==> config.mk <==
export PLATFORM = sky130hd
export DESIGN_NAME = alu_uart_if
export DESIGN_NICKNAME = d
export VERILOG_FILES = /design/src/rtl/alu_uart_if.sv
export SDC_FILE = /design/constraint.sdc
export NUM_CORES = 1
export LEC_CHECK = 0
export CAP_MARGIN = 20
export CORE_MARGIN = 1
export CORE_UTILIZATION = 38
export CTS_CLUSTER_SIZE = 30
export DETAILED_ROUTE_END_ITERATION = 12
export GPL_ROUTABILITY_DRIVEN = 0
export PLACE_DENSITY = 0.74
export SLEW_MARGIN = 20
export SYNTH_ARGS = -nofsm -noshare
export SYNTH_HDL_FRONTEND = slang
export SYNTH_SLANG_ARGS = --single-unit
==> constraint.sdc <==
create_clock -name i_clk -period 1.5 [get_ports i_clk]
set_input_delay 0.45 -clock i_clk [delete_from_list [all_inputs] [get_ports i_clk]]
set_output_delay 0.45 -clock i_clk [all_outputs]
set_load 0.05 [all_outputs]
==> src/rtl/alu_uart_if.sv <==
// Sequences three UART bytes (A, B, opcode) into an external ALU and sends the result back.
// Define ALU_UART_IF_OVF_BYTE_EN to also transmit the captured overflow flag as a second byte.
module alu_uart_if #(
  parameter int NB_DATA = 8,
  parameter int NB_OP   = 6
) (
  input  logic               i_clk,
  input  logic               i_rst_n,
  input  logic [NB_DATA-1:0] i_rx_data,
  input  logic               i_rx_done,
  input  logic               i_tx_done,
  input  logic [NB_DATA-1:0] i_alu_result,
  input  logic               i_alu_overflow,
  output logic [NB_DATA-1:0] o_alu_a,
  output logic [NB_DATA-1:0] o_alu_b,
  output logic [NB_OP-1:0]   o_alu_op,
  output logic [NB_DATA-1:0] o_tx_data,
  output logic               o_tx_start,
  output logic               o_busy
);

`ifdef ALU_UART_IF_OVF_BYTE_EN
  typedef enum logic [2:0] {
    GET_A    = 3'd0,
    GET_B    = 3'd1,
    GET_OP   = 3'd2,
    LOAD     = 3'd3,
    SEND     = 3'd4,
    WAIT_TX  = 3'd5,
    SEND_OVF = 3'd6,
    WAIT_OVF = 3'd7
  } state_t;
`else
  typedef enum logic [2:0] {
    GET_A   = 3'd0,
    GET_B   = 3'd1,
    GET_OP  = 3'd2,
    LOAD    = 3'd3,
    SEND    = 3'd4,
    WAIT_TX = 3'd5
  } state_t;
`endif

  state_t             state_q, state_d;
  logic [NB_DATA-1:0] alu_a_q, alu_a_d;
  logic [NB_DATA-1:0] alu_b_q, alu_b_d;
  logic [NB_OP-1:0]   alu_op_q, alu_op_d;
  logic [NB_DATA-1:0] tx_data_q, tx_data_d;
  logic               tx_start_q, tx_start_d;

`ifdef ALU_UART_IF_OVF_BYTE_EN
  logic               ovf_q, ovf_d;
`else
  logic               ovf_unused;
  assign ovf_unused = i_alu_overflow;
`endif

  always_ff @(posedge i_clk or negedge i_rst_n) begin
    if (!i_rst_n) begin
      state_q    <= GET_A;
      alu_a_q    <= '0;
      alu_b_q    <= '0;
      alu_op_q   <= '0;
      tx_data_q  <= '0;
      tx_start_q <= 1'b0;
`ifdef ALU_UART_IF_OVF_BYTE_EN
      ovf_q      <= 1'b0;
`endif
    end else begin
      state_q    <= state_d;
      alu_a_q    <= alu_a_d;
      alu_b_q    <= alu_b_d;
      alu_op_q   <= alu_op_d;
      tx_data_q  <= tx_data_d;
      tx_start_q <= tx_start_d;
`ifdef ALU_UART_IF_OVF_BYTE_EN
      ovf_q      <= ovf_d;
`endif
    end
  end

  always_comb begin
    state_d    = state_q;
    alu_a_d    = alu_a_q;
    alu_b_d    = alu_b_q;
    alu_op_d   = alu_op_q;
    tx_data_d  = tx_data_q;
    tx_start_d = 1'b0;
`ifdef ALU_UART_IF_OVF_BYTE_EN
    ovf_d      = ovf_q;
`endif
    case (state_q)
      GET_A: if (i_rx_done) begin
        alu_a_d = i_rx_data;
        state_d = GET_B;
      end
      GET_B: if (i_rx_done) begin
        alu_b_d = i_rx_data;
        state_d = GET_OP;
      end
      GET_OP: if (i_rx_done) begin
        alu_op_d = i_rx_data[NB_OP-1:0];
        state_d  = LOAD;
      end
      // One idle cycle so the ALU sees the freshly registered opcode.
      LOAD: state_d = SEND;
      SEND: begin
        tx_data_d  = i_alu_result;
        tx_start_d = 1'b1;
`ifdef ALU_UART_IF_OVF_BYTE_EN
        ovf_d      = i_alu_overflow;
`endif
        state_d    = WAIT_TX;
      end
`ifdef ALU_UART_IF_OVF_BYTE_EN
      WAIT_TX: if (i_tx_done) state_d = SEND_OVF;
      SEND_OVF: begin
        tx_data_d  = {{(NB_DATA-1){1'b0}}, ovf_q};
        tx_start_d = 1'b1;
        state_d    = WAIT_OVF;
      end
      WAIT_OVF: if (i_tx_done) state_d = GET_A;
`else
      WAIT_TX: if (i_tx_done) state_d = GET_A;
`endif
      default: state_d = GET_A;
    endcase
  end

  assign o_alu_a    = alu_a_q;
  assign o_alu_b    = alu_b_q;
  assign o_alu_op   = alu_op_q;
  assign o_tx_data  = tx_data_q;
  assign o_tx_start = tx_start_q;
  assign o_busy     = (state_q != GET_A);

endmodule

======== After elaboration in Yosys (flattened, before gate mapping) ========
Index checks and enable logic that the tools add are counted.
Widths: inputs -> output; s select.
storage, ports and cells
  flip-flop bits (word level) ............. 34
  input port bits ......................... 21
  output and inout port bits .............. 32
cells by class
  equality and inequality tests ........... 9
  multiplexer cells ....................... 6
  reductions and logical operators ........ 6
operators with widths
  kind                count
  $pmux 3 s6          1
  $mux 3              4
  $ne 2x2->1 const B  4
  $eq 3x2->1 const B  2
  $eq 3x3->1 const B  2
  $reduce_and 2->1    3
  $reduce_and 4->1    1
  $eq 3x1->1 const B  1
  $logic_not 3->1     1
  $reduce_bool 3->1   1
  $mux 1              1

======== Depth between registers and ports, before layout ========
Gate-level depths: netlist (run 1).
  depth in word-level cells ............... 3
  mapped depth ............................ 4

======== Least setup slack after synthesis (run 1) ========
Ideal clock, no wire load.
  path kind ............................... flip-flop to output port
  start ................................... register state_q[2]
  end ..................................... output o_busy
  arrival ................................. 1,079 ps
  setup slack ............................. -29 ps
  cell stages (with the launch flop) ...... 3
  buffers on the path ..................... 1
  path through ............................ dfrtp_1 > buf_6 > or3_1
between the ends
  cells in the longest elaborated chain, start to end .. 1
ends and longest elaborated chain
  what                    RTL line  RTL
  start, declared         44        state_t state_q, state_d;
  start signal, assigned  70        state_q <= state_d;
  $reduce_bool 3->1       135       assign o_busy = (state_q != GET_A);
  end, declared           19        output logic o_busy
No other way between the ends.

======== Worst setup path in the final report (run 1) ========
  start ................................... register state_q[0]
  end ..................................... output o_busy
The elaborated chain is that of the path after synthesis.

==> results of run 1 <==
==> worst max path at each step <==
| stage | from | to | slack, ns |
|---|---|---|---|
| 5_1_grt | state_q[0]$_DFFE_PN0P_ | o_busy | -0.29 |
| 2_1_floorplan | state_q[2]$_DFFE_PN0P_ | o_alu_a[0]$_DFFE_PN0P_ | 0.04 |
| 6_report | state_q[0]$_DFFE_PN0P_ | o_busy | -0.24 |
| 4_1_cts | state_q[2]$_DFFE_PN0P_ | o_busy | -0.27 |
| 3_3_place_gp | i_rx_done | o_alu_b[2]$_DFFE_PN0P_ | -0.35 |
| 3_5_place_dp | i_rx_done | o_alu_b[3]$_DFFE_PN0P_ | -0.38 |
==> routing by layer <==
metal  global-route usage (%)  up-vias
met5                        0        -
met4                    9.524        0
met3                    4.555        4
met2                    31.34       20
met1                    21.64      492
li1                         -      433
==> through the flow <==
step | worst slack (ns) | util (%) | std cells | setup TNS, ns | cell area (sq um)
floorplan | 0.04448 | - | 84 | 0 | 1365
global placement | -0.3480 | 66.78 | 182 | -7.419 | 2263
detailed placement | -0.3795 | 66.78 | 182 | -8.173 | 2263
CTS | -0.2741 | 69.40 | 192 | -0.6543 | 2352
global route | -0.2879 | 73.83 | 197 | -2.564 | 2502
finish | -0.2398 | 73.83 | 197 | -1.567 | 2502
==> registers in the layout, indices dropped and copies added, names as in the netlist <==
signal	cells
o_tx_data	8
o_alu_b	8
o_alu_op	6
o_alu_a	8
state_q	3
o_tx_start	1
==> worst max-delay path: stages (launching register included) <==
cell and delay, ns:
sky130_fd_sc_hd__dfrtp_2 0.43, sky130_fd_sc_hd__or3_4 0.39, sky130_fd_sc_hd__buf_8 0.16
==> kinds of logic (layout without fill, tap and decap cells) <==
kind of cell	after synthesis	in the layout	synth area share, %
DFF	34	34	62.56
AOI/OAI and AO/OA	4	4	2.116
muxes	30	30	24.84
and+or+nand+nor	10	10	7.360
buffers and inverters	6	73	3.127
==> layout by cell type (no fill, tap or decap), drive strengths merged <==
| cell type | count |
|---|---|
| a211o | 1 |
| a21oi | 2 |
| a22o | 1 |
| and2b | 1 |
| and4bb | 2 |
| buf | 47 |
| clkbuf | 7 |
| clkdlybuf4s50 | 18 |
| dfrtp | 34 |
| dlygate4sd2 | 1 |
| mux2 | 30 |
| nand2b | 1 |
| nand3b | 1 |
| nor3b | 2 |
| nor4b | 2 |
| or3 | 1 |
==> cell type report <==
| type | count | area (sq um) | share of cell area (%) |
|---|---|---|---|
| timing repair buffer | 66 | 972.2 | 38.85 |
| clock buffer | 7 | 45.04 | 1.800 |
| multi-input combinational | 44 | 573.1 | 22.90 |
| sequential | 34 | 854.6 | 34.15 |
| tap | 46 | 57.56 | 2.300 |
==> repair_timing <==
action	4_1_cts	5_1_grt
gates cloned	1	0
resized for setup	10	30
pin swaps	1	3
buffers inserted	2	5
endpoints found under the setup margin	31	23
==> metrics.md, run 1 <==
| Metric | Value |
|---|---|
| Max Root-Sink Buffers | 2 |
| Highest achievable clock rate | 0.5748 GHz |
| Latest clock arrival within the worst-skew pair | 0.31 ns |
| Number of CTS-inserted buffers | 5 |
| Share of synthesized flip-flops with an asynchronous set or reset | 100.0% |
| First-pass GRT wire length | 4823 um |
| Post-layout worst setup margin | -0.2398 ns |
| Proportion of synthesized chip area in sequential cells | 62.56% |
| Worst setup path class | reg2out |
| Reg2Reg Capture Point | o_tx_data[1]$_DFFE_PN0P_ |
| Depth of the worst register-to-register path | 6 |
| CTS Hold Buffers Added | 0 |
| Number of port buffers | 51 |
| Number of flops mapped to enable cells by yosys | 0 |
| Post-route worst hold slack | 0.5036 ns |
| CP Launch Type | flip-flop |
| Maximum number of pins on one net before global-route repair | 35 |
| Average wire per cell in the routed design | 17.28 um |
| Violated checks | negative setup slack |
| Maximum fanout encountered on the critical timing path | 2 |
| Hold Violations, Final | 0 |
| Number of top-level design ports | 53 |
| Synthesized instance count | 84 |
| Total nets after synthesis | 105 |
| Initial antenna violation count | 0 |
| Floorplan Core Area | 3390 sq um |
| Req. time, crit path | 1.05 ns |
| Mapped cell area | 1360 sq um |
| Warnings from Yosys | 0 |
| Register-to-register path setup slack | -0.11 ns |
| FILL cells | 208 |
| Minimum period implied by the final worst setup slack | 1.740 ns |
| Effective utilization at floorplan | 40.13% |
| CTS tree | done |
| Cells taking the most area after synthesis | sky130_fd_sc_hd__dfrtp_1, sky130_fd_sc_hd__mux2_2, sky130_fd_sc_hd__and4bb_2 |
| Total wire length after detailed routing | 3404 um |
| Met2 WL post-DR | 1831 um |
| Leading register cell type out of synthesis | sky130_fd_sc_hd__dfrtp_1 |
| #FFs+latches synth | 34 |
| Average vias per placed instance | 4.817 |
| Depth of the CTS H-tree | 2 |
| Die outline height | 61.83 um |
| Worst hold-check path type | in2async |
| Share of the clock period used by the worst path after layout | 116.0% |
| Via count | 949 |
| Die Outline Area | 3822 sq um |
| Remaining global-route overflow | 0 |
| Initial detailed-routing violation count | 14 |
| Proportion of netlist area held by the largest area contributor | 62.56% |
| Half-perimeter wire length of the detailed placement result | 2318 um |
| Wire length on met1 | 1438 um |
| Mean instance size in the synthesized netlist | 16.19 sq um |
| Horizontal die dimension | 61.83 um |
| Leading area contributor after synthesis | sky130_fd_sc_hd__dfrtp_1 |
| Sinks on Clock Net | 34 |
| Final count of pins violating max slew | 0 |
| Metal3 WL | 85 um |
| Signal arrival time at the worst endpoint | 1.29 ns |
| Worst-Margin Slew | 0.2776 ns |
| Final setup viols | 21 |
| Length of the first detailed-routing pass in iterations | 2 |
| Worst-path clk slew | 0.09 ns |
| FF-to-FF Start | state_q[0]$_DFFE_PN0P_ |
| Signed area change from the synthesized netlist to the final layout | 83.99% |
| Global routing usage summed across all routing layers | 18.43% |
| Number of nets at the end of the flow | 172 |
| Top post-synthesis cells by count | sky130_fd_sc_hd__dfrtp_1, sky130_fd_sc_hd__mux2_2, sky130_fd_sc_hd__buf_2 |
| Antenna Diode Count | 0 |
| Top routing layer in use | met4 |
| Number of different library cells in the post-synthesis netlist | 16 |
| Post-DRT Antenna Nets | 0 |
| Clock Skews | 0.002974 ns |
| Top-count cell post-synth | sky130_fd_sc_hd__dfrtp_1 |
| Max-cap check violation count | 0 |
| Critical Path End Type | output port |
| DRC violations left | 0 |
| Buffer cell driving the clock tree root | sky130_fd_sc_hd__clkbuf_4 |
| Placement Rows | 21 |
| Fraction of layout instances using a drive strength above 1 | 60.26% |
| Worst max-slew margin expressed relative to the limit | 81.23% |
| Via count of the first global-routing pass | 906 |
| Outcome | complete, but fails checks |
| Unrepaired setup endpoints after global routing | true |
Power of run 1 is left out: the tool's default activity adds up to more than one toggle a clock period on the data nets, which glitch-free logic cannot reach.
==> inputs of run 2 (changes only) <==
--- a/config.mk
+++ b/config.mk
@@ -8,7 +8,7 @@
 export CAP_MARGIN = 20
 export CORE_MARGIN = 1
 export CORE_UTILIZATION = 38
-export CTS_CLUSTER_SIZE = 30
+export CTS_CLUSTER_SIZE = 20
 export DETAILED_ROUTE_END_ITERATION = 12
 export GPL_ROUTABILITY_DRIVEN = 0
 export PLACE_DENSITY = 0.74
==> results of run 2 <==
No change in the layout: final DEF, timing and power equal those of run 1.
Power of run 2 is left out for the same reason.
==> inputs of run 3 (changes only) <==
--- a/config.mk
+++ b/config.mk
@@ -6,13 +6,14 @@
 export NUM_CORES = 1
 export LEC_CHECK = 0
 export CAP_MARGIN = 20
+export CELL_PAD_IN_SITES_DETAIL_PLACEMENT = 1
+export CELL_PAD_IN_SITES_GLOBAL_PLACEMENT = 1
 export CORE_MARGIN = 1
-export CORE_UTILIZATION = 38
+export CORE_UTILIZATION = 31
 export CTS_CLUSTER_SIZE = 20
 export DETAILED_ROUTE_END_ITERATION = 12
 export GPL_ROUTABILITY_DRIVEN = 0
-export PLACE_DENSITY = 0.74
-export SLEW_MARGIN = 20
+export PLACE_DENSITY_LB_ADDON = 0.1
 export SYNTH_ARGS = -nofsm -noshare
 export SYNTH_HDL_FRONTEND = slang
 export SYNTH_SLANG_ARGS = --single-unit
==> run 3 against run 2 <==
Clock-buffer cell count did not move. Global-route usage decreased by 2.7 points. Final cell count grew 1.5%. First-iteration DRC count increased to 3.4 times the previous value. Critical path type unchanged. Register-to-register slack got worse by 0.02 ns. The flow still finishes with violations (negative setup slack).
==> metrics.md, run 3 (synthesis gave the netlist of run 1 again) <==
| Metric | Value |
|---|---|
| Number of CTS-inserted buffers | 5 (unchanged) |
| Average wire per cell in the routed design | 18.30 um (+5.9%) |
| Depth of the CTS H-tree | 2 (unchanged) |
| Length of the first detailed-routing pass in iterations | 4 (+2) |
| Clock Skews | 0.004428 ns (+0.001453 ns) |
| Worst-path clk slew | 0.07 ns (-0.02 ns) |
| Signed area change from the synthesized netlist to the final layout | 87.40% |
| Placement Rows | 23 (+9.5%) |
| Maximum fanout encountered on the critical timing path | 2 (unchanged) |
| Antenna Diode Count | 0 (unchanged) |
| Die Outline Area | 4656 sq um (+22%) |
| Most used routing layer in global routing | met2 |
| Horizontal die dimension | 68.24 um (+10%) |
| Cell Count Post-Placement | 187 (+2.7%) |
| Footprint of the flip-flops and latches | 854.6 sq um (unchanged) |
| Sum of negative setup slack | -1.570 ns (-0.002820 ns) |
| Share of the clock period used by the worst path after layout | 112.8% (-3.2 points) |
| Global routing met3 resource utilization | 4.833% (+0.28 points) |
| Outcome | complete, but fails checks |
| Number of port buffers | 51 (unchanged) |
| Number of nets at the end of the flow | 170 (-1.2%) |
| Effective utilization at floorplan | 33.05% (-7.1 points) |
| Post-DRT Antenna Nets | 0 (unchanged) |
| Max-cap check violation count | 0 (unchanged) |
| Global routing usage on met1 | 18.14% (-3.5 points) |
| DRC violations left | 0 (unchanged) |
| Cells along the critical path | or3_4 -> buf_6 |
| Worst-Margin Slew | 0.2971 ns (+0.01946 ns) |
| Worst hold-check path type | in2async |
| Fraction of layout instances using a drive strength above 1 | 60.67% (+0.40 points) |
| FILL cells | 369 (+77%) |
| Violated checks | negative setup slack |
| Total wire length after detailed routing | 3660 um (+7.5%) |
| Sinks on Clock Net | 34 (unchanged) |
| Floorplan Core Area | 4115 sq um (+21%) |
| Max Root-Sink Buffers | 2 (unchanged) |
| Remaining global-route overflow | 0 (unchanged) |
| Final count of pins violating max slew | 0 (unchanged) |
| Unrepaired setup endpoints after global routing | true |
| Initial antenna violation count | 0 (unchanged) |
| Minimum period implied by the final worst setup slack | 1.692 ns (-0.04825 ns) |
| Buffer cell driving the clock tree root | sky130_fd_sc_hd__clkbuf_8 |
| Highest achievable clock rate | 0.5912 GHz (+2.9%) |
| Slowest cell delay on critical path | 0.41 ns (-0.02 ns) |
| Worst setup path class | reg2out |
| CP Launch Type | flip-flop |
| First-pass GRT wire length | 5133 um (+6.4%) |
| Via count | 942 (-0.74%) |
| GR Layer Usage met2 | 26.72% (-4.6 points) |
| Initial detailed-routing violation count | 47 (+33) |
| Post-route non-filler standard cell count | 200 (+1.5%) |
| Latest clock arrival within the worst-skew pair | 0.28 ns (-0.03 ns) |
| Hold Violations, Final | 0 (unchanged) |
| Leading cell type in the layout, fill and taps excluded | sky130_fd_sc_hd__buf_12 |
| Post-route worst hold slack | 0.5357 ns (+0.03201 ns) |
| Average vias per placed instance | 4.710 (-2.2%) |
| Signal arrival time at the worst endpoint | 1.24 ns (-0.05 ns) |
| Worst max-slew margin expressed relative to the limit | 79.92% (-1.3 points) |
| Maximum number of pins on one net before global-route repair | 35 (unchanged) |
| Half-perimeter wire length of the detailed placement result | 2359 um (+1.8%) |
| Final setup viols | 20 (-4.8%) |
| Number of top-level design ports | 53 (unchanged) |
| CTS Hold Buffers Added | 0 (unchanged) |
| Top library cells by usage in the layout, fill and taps aside | sky130_fd_sc_hd__buf_12, sky130_fd_sc_hd__dfrtp_1, sky130_fd_sc_hd__mux2_4 |
| Via count of the first global-routing pass | 1026 (+13%) |
| CTS tree | done |
| Cell with the largest stage delay on the worst path | sky130_fd_sc_hd__dfrtp_2 |
| Req. time, crit path | 1.05 ns (about the same) |
| Worst Setup Slack post-DPL | -0.4086 ns (-0.02914 ns) |
| Multi-input gate area in the final layout | 569.3 sq um (-0.66%) |
| Post-layout worst setup margin | -0.1915 ns (+0.04825 ns) |
| Die outline height | 68.24 um (+10%) |
| Critical Path End Type | output port |
| Global routing usage summed across all routing layers | 15.77% (-2.7 points) |
[run 3: cell type report]
class / instances / area share [%]
multi-input combinational: 44 / 22.34
clock inverter: 1 / 0.1964
tap: 50 / 2.455
timing repair buffer: 64 / 38.10
clock buffer: 7 / 3.387
sequential: 34 / 33.53
[run 3: path summary, 6_finish.rpt]
check,from,endpoint,slack (ns),depth (start not counted)
min in group i_clk,o_alu_b[0]$_DFFE_PN0P_,o_alu_b[0]$_DFFE_PN0P_,0.58,1
worst min register to register,o_alu_b[0]$_DFFE_PN0P_,o_alu_b[0]$_DFFE_PN0P_,0.58,1
worst max register to register,state_q[0]$_DFFE_PN0P_,o_alu_a[1]$_DFFE_PN0P_,-0.13,5
worst max-delay path,state_q[2]$_DFFE_PN0P_,o_busy,-0.19,2
worst min-delay path,i_rst_n,o_alu_b[6]$_DFFE_PN0P_,0.54,2
max in group asynchronous,i_rst_n,state_q[0]$_DFFE_PN0P_,0.77,2
[run 3: stage by stage]
stage | instance area, sq um | utilization (%)
3_3_place_gp | 2301 | 55.91
5_1_grt | 2549 | 61.93
4_1_cts | 2421 | 58.83
2_1_floorplan | 1365 | -
3_5_place_dp | 2301 | 55.91
6_report | 2549 | 61.93
[run 3: what timing repair did]
item,4_1_cts,5_1_grt
resized for setup,5,31
gates cloned,0,1
buffers inserted,3,1
setup endpoints to repair,23,31
pin swaps,0,4
[run 3: critical path, delay by kind of cell, from the launching register on]
family	cells	cell delay, ns
simple gates	1	0.39
buf+inv	1	0.16
flops	1	0.41
[run 3: routing by layer]
metal	share of wire, %	up-vias	wire (um)
met5	0	-	0
met4	1.5	0	55
met3	4.8	8	174
met2	53	26	1926
met1	41	482	1505
li1	-	426	-
Power of run 3 is left out for the same reason.
